<file path="src/rtl/barrel_unshifter_seq.sv">
// barrel_unshifter_seq: undoes a barrel shift/rotate one bit position per clock.
// Handshake: start accepted in IDLE, busy while working, one-cycle done pulse.
module barrel_unshifter_seq #(
  parameter int unsigned WIDTH = 32,
  parameter int unsigned SHW   = 5
) (
  input  logic             barrel_unshifter_seq_clk,
  input  logic             barrel_unshifter_seq_rst,
  input  logic             barrel_unshifter_seq_start,
  input  logic [WIDTH-1:0] barrel_unshifter_seq_data_in,
  input  logic [SHW-1:0]   barrel_unshifter_seq_shift,
  input  logic             barrel_unshifter_seq_sr,
  input  logic             barrel_unshifter_seq_direction,
  output logic [WIDTH-1:0] barrel_unshifter_seq_data_out,
  output logic             barrel_unshifter_seq_busy,
  output logic             barrel_unshifter_seq_done,
  output logic             barrel_unshifter_seq_lossy
);

  typedef enum logic [1:0] {
    IDLE = 2'd0,
    STEP = 2'd1,
    DONE = 2'd2
  } state_t;

  state_t           state;
  logic [WIDTH-1:0] workReg;
  logic [SHW-1:0]   stepCount;
  logic             srLatched;
  logic             dirLatched;
  logic [WIDTH-1:0] steppedWord;

  // One-bit step opposite to the original direction; rotate or zero fill.
  always_comb begin
    steppedWord = workReg;
    if (!dirLatched) begin
      steppedWord = {(srLatched ? workReg[0] : 1'b0), workReg[WIDTH-1:1]};
    end else begin
      steppedWord = {workReg[WIDTH-2:0], (srLatched ? workReg[WIDTH-1] : 1'b0)};
    end
  end

  // Control FSM with registered datapath and outputs.
  always_ff @(posedge barrel_unshifter_seq_clk or negedge barrel_unshifter_seq_rst) begin
    if (!barrel_unshifter_seq_rst) begin
      state                         <= IDLE;
      workReg                       <= '0;
      stepCount                     <= '0;
      srLatched                     <= 1'b0;
      dirLatched                    <= 1'b0;
      barrel_unshifter_seq_data_out <= '0;
      barrel_unshifter_seq_busy     <= 1'b0;
      barrel_unshifter_seq_done     <= 1'b0;
      barrel_unshifter_seq_lossy    <= 1'b0;
    end else begin
      barrel_unshifter_seq_done <= 1'b0;
      case (state)
        IDLE: begin
          if (barrel_unshifter_seq_start) begin
            workReg                    <= barrel_unshifter_seq_data_in;
            stepCount                  <= barrel_unshifter_seq_shift;
            srLatched                  <= barrel_unshifter_seq_sr;
            dirLatched                 <= barrel_unshifter_seq_direction;
            barrel_unshifter_seq_lossy <= ~barrel_unshifter_seq_sr &
                                          (barrel_unshifter_seq_shift != '0);
            barrel_unshifter_seq_busy  <= 1'b1;
            if (barrel_unshifter_seq_shift == '0) begin
              barrel_unshifter_seq_data_out <= barrel_unshifter_seq_data_in;
              barrel_unshifter_seq_done     <= 1'b1;
              state                         <= DONE;
            end else begin
              state <= STEP;
            end
          end
        end
        STEP: begin
          workReg   <= steppedWord;
          stepCount <= stepCount - SHW'(1);
          if (stepCount == SHW'(1)) begin
            barrel_unshifter_seq_data_out <= steppedWord;
            barrel_unshifter_seq_done     <= 1'b1;
            state                         <= DONE;
          end
        end
        DONE: begin
          barrel_unshifter_seq_busy <= 1'b0;
          state                     <= IDLE;
        end
        default: begin
          barrel_unshifter_seq_busy <= 1'b0;
          state                     <= IDLE;
        end
      endcase
    end
  end

endmodule

</file>
<file path="config.mk">
export PLATFORM = sky130hd
export DESIGN_NAME = barrel_unshifter_seq
export DESIGN_NICKNAME = d
export VERILOG_FILES = /design/src/rtl/barrel_unshifter_seq.sv
export SDC_FILE = /design/constraint.sdc
export NUM_CORES = 1
export LEC_CHECK = 0
export CAP_MARGIN = 40
export CORE_MARGIN = 3
export CORE_UTILIZATION = 51
export DETAILED_ROUTE_END_ITERATION = 12
export PLACE_DENSITY = 0.8
export SLEW_MARGIN = 30
export SYNTH_ARGS = -nofsm -noshare
export SYNTH_HDL_FRONTEND = slang
export SYNTH_SLANG_ARGS = --single-unit
</file>
<file path="constraint.sdc">
create_clock -name barrel_unshifter_seq_clk -period 2.05 [get_ports barrel_unshifter_seq_clk]
set_input_delay 0.615 -clock barrel_unshifter_seq_clk [delete_from_list [all_inputs] [get_ports barrel_unshifter_seq_clk]]
set_output_delay 0.615 -clock barrel_unshifter_seq_clk [all_outputs]
set_load 0.02 [all_outputs]
</file>
# [Word level (Yosys, flattened, before mapping)]
# Cells that the tools add are included.
[totals] reg_bits=76 mem_count=0 latchBits=0 mem_bits_rw=0 inputBits=42 romBits=0 wordCells=48 out_inout_bits=35
[classes] magnitude_cmp=0 n_mux=21 bitwise=3 n_div=0 add_sub_neg=1 reduce_logical=9 mul=0 shift=0 eq_ne=5
[ops] cell="$mux 32" count=5
[ops] cell="$pmux 32 s2" count=2
[ops] cell="$pmux 5 s2" count=1
[ops] cell="$reduce_and 2->1" count=4
[ops] cell="$mux 1" count=6
[ops] cell="$mux 2" count=3
[ops] cell="$ne 2x2->1 const B" count=3
[ops] cell="$eq 5x1->1 const B" count=1
[ops] cell="$logic_not 5->1" count=1
[ops] cell="$mux 5" count=1
[ops] cell="$reduce_bool 5->1" count=1
[ops] cell="$sub 5x1->5 const B" count=1
[ops] cell="$pmux 1 s2" count=2
[ops] cell="$pmux 2 s2" count=1
[ops] cell="$reduce_and 4->1" count=1
[ops] cell="$eq 2x1->1 const B" count=1
[ops] cell="$logic_not 2->1" count=1
[ops] cell="$not 1->1" count=2
[ops] cell="$reduce_bool 2->1" count=1
[ops] cell="$and 1x1->1" count=1

# [Depth between registers and ports, before layout]
[logic_depth] depth_word=4 mapped_depth=7 depth_no_buf=5

# [Worst setup path before layout]
# Ideal clock, no wire load.
[synth_path] path_type="input to register" from="in barrel_unshifter_seq_start" to="reg barrel_unshifter_seq_data_out[29]" setup_slack_ps=256 required_ps=1925 n_path_buf=3 stages=7 t_arrival_ps=1668 setup_ps=125 cell_sequence="nand2b_4 -> nand2b_4 -> buf_6 -> o22a_1 -> buf_6 -> buf_6 -> mux2_4"
[synth_between] elab_chain_len=2
[synth_rtl] item="start, declared" line_no="9" text="input logic barrel_unshifter_seq_start,"
[synth_rtl] item="$ne 2x2->1 (no line)"
[synth_rtl] item="$reduce_and 4->1 (no line)"
[synth_rtl] item="end signal, assigned" line_no="68" text="barrel_unshifter_seq_data_out <= barrel_unshifter_seq_data_in;"
[synth_rtl] item="end signal, assigned" line_no="80" text="barrel_unshifter_seq_data_out <= steppedWord;"
[synth_rtl] item="end, declared" line_no="14" text="output logic [WIDTH-1:0] barrel_unshifter_seq_data_out,"
# No other way between the ends.
# A chain may end at the register's enable or synchronous reset.

# [Worst setup path after layout]
[layout_path] from="reg barrel_unshifter_seq_data_out[9]" to="out barrel_unshifter_seq_data_out[9]"
# No word-level cell between the ends.

==> results.cfg <==
[clocking]
cts-root-buf = clkbuf_8
holdBufCountCts = 0
cts_tree = yes
clk_pin_slew_ps = 70
cts_buffer_depth = 2
numCtsBuffers = 9
cts_setup_buffers = 0
clk_latency_ps = 350
htreeDepth = 3
clock-sinks = 76
cts_resized = 0

[synthesis]
yosysWarningCount = 0
synth-xor-area-share_pct = 0
synth_fa_ha_area_share_pct = 0.682
synth_area_um2 = 3670
syn_nets = 407
synthDistinctLibCells = 31
ys_ff_latch = 76
synthMuxAreaShare_pct = 19.8
avgSynthCellArea_um2 = 10.1
yosysSeqAreaShare_pct = 51.9
synth_compound_area_share_pct = 11.4
synthCells = 363
synth-simple-area-share_pct = 9.45
synth_top_family_by_area = multiplexers

[worst_setup_path]
cp-start-kind = register
crit_type = reg2out
slowest_delay_ps = 610
ff2ff_path_depth = 5
worstPathArrival_ps = 1340
path_max_fanout = 2
crit_chain = clkdlybuf4s50_1
crit_family = buffers and inverters
critPathSlowestCell = clkdlybuf4s50_1
critical_path_buf_inv_count = 1
r2r-start = state[1]
startpoint = barrel_unshifter_seq_data_out[9]
critical_path_depth = 1
crit_required_ps = 1430
endpoint_kind = primary output

[floorplan]
initial_core_util_pct = 53.4
fp-row-count = 30
die_width_um = 90.8
die_y_um = 90.8
die-area_um2 = 8240
io_pins = 77
coreArea_um2 = 6870

[timing]
max_freq_mhz = 512
finalCriticalPeriod_ps = 1950
rsz0062_at_grt = false
relSlewSlack_pct = 59.7
fin_skew_ps = 7.92
worst_pin_slew_ps = 604
final_max_slew_viol_count = 0
setup_viol = 0
finalHoldViolations = 0
layout_setup_ws_ps = 97.5
period_share_pct = 95.2

[grt]
grt-ovfl-total = 0
track_usage_pct = 21.1
grt_pass1_wl_mm = 14.1
antenna_found_initial = 0
grt_max_degree = 65
first_global_vias = 2992

[placed_design]
io_buffers = 76
place_congestion = 0.853
dp_slack_ps = -180
placedCellCount = 528
dp_hpwl_mm = 5.56

[detailed_routing]
wirelength_mm = 7.99
viasPerCell = 5.29
drtIter0Drc = 139
ant_nets = 0
first_pass_iters = 5
num_vias = 2867
drcViolationCount = 0
wl_per_cell_um = 14.7

[outcome]
status = finished, final reports clean

[finish]
n_fill_cell = 525
fin_cells = 542
mostFrequentLayoutCells = dfrtp_1 (75), clkdlybuf4s50_1 (75), mux2i_1 (56)
fin_util_pct = 70.2
num_antenna_cells = 0
nNetsFinal = 487
area_growth_pct = 31.6
drive_above_1_share_pct = 11.2

[pwr]
cellLeakagePower_nw = 2.32
pwr-share-clk_pct = 14.7
p_seq_share_pct = 35.6
vdd_drop_max_v = 0.000809
p_sw_share_pct = 39.7
netSwitchingPower_mw = 3.07
combPwrFrac_pct = 49.7
power_density_nw_per_um2 = 1600
internal-power_mw = 4.66

[hold_path]
hold_path.class = in2async

[flow_run]
max_cap_violations = 0
per-stage QoR:
stage	hold slack, ps	TNS (ps)	area [µm²]	total power [mW]
after floorplan	319	0	3670	5.18
after global placement	489	-2920	4630	6.46
after detailed placement	496	-4000	4630	6.61
after CTS	157	0	4820	7.78
after global routing	170	0	4820	8.34
final	158	0	4820	7.72
power by group through the flow:
stage	logic (mW)	registers (mW)	clock network (mW)
after floorplan	2.18	3.00	0
after global placement	3.73	2.73	0
after detailed placement	3.85	2.76	0
after CTS	3.88	2.74	1.15
after global routing	4.26	2.85	1.24
final	3.84	2.75	1.13
final cells by class:
cell class	count	area, µm²	area share [%]
repair buffers	92	953	19.8
inverters	34	128	2.65
clock inverters	2	35.0	0.726
well taps	96	120	2.49
flip-flops and latches	76	1900	39.4
clock buffers	12	155	3.22
multi-input cells	230	1530	31.7
synthesized netlist by cell type, drive strengths merged:
cell type,instances,area (µm²)
a21oi,31,155
a221oi,1,8.76
a22o,1,8.76
a2bb2oi,1,8.76
buf,17,100
clkbuf,6,22.5
clkinv,1,3.75
dfrtp,76,1900
ha,2,25.0
inv,33,124
mux2,14,165
mux2i,56,561
nand2,36,135
nand2b,4,40.0
nand3,3,15.0
nand3b,2,15.0
nand4,1,6.26
nor2,30,113
nor2b,1,6.26
nor3,2,10.0
o211ai,1,7.51
o21ai,37,185
o21bai,1,7.51
o22a,2,17.5
o22ai,3,18.8
or3,1,6.26
worst paths after layout:
kind	to	slack (ps)
max	barrel_unshifter_seq_data_out[9]	100
min	barrel_unshifter_seq_busy	160
max reg2reg	barrel_unshifter_seq_data_out[9]	320
min reg2reg	workReg[10]	510
max in group asynchronous	workReg[0]	1290
min in group barrel_unshifter_seq_clk	workReg[10]	510
cell families after synthesis:
group,Yosys count
AND/OR/NAND/NOR,80
AO/OA/AOI/OAI,78
flip-flops,76
multiplexers,70
buffers and inverters,57
adder cells (fa/ha/maj),2
sequential cells by signal, summed over array words and instances (netlist names):
register,cells
barrel_unshifter_seq_lossy,1
stepCount,5
workReg,32
dirLatched,1
srLatched,1
barrel_unshifter_seq_busy,1
barrel_unshifter_seq_done,1
state,2
barrel_unshifter_seq_data_out,32
metal layers:
layer,GRT usage (%),wire length (µm),up-vias
met5,0,0,-
met4,6.66,72,0
met3,6.00,519,7
met2,33.3,3820,89
met1,28.3,3570,1385
li1,-,-,1386
No activity file was read; power rests on OpenSTA's default activity.
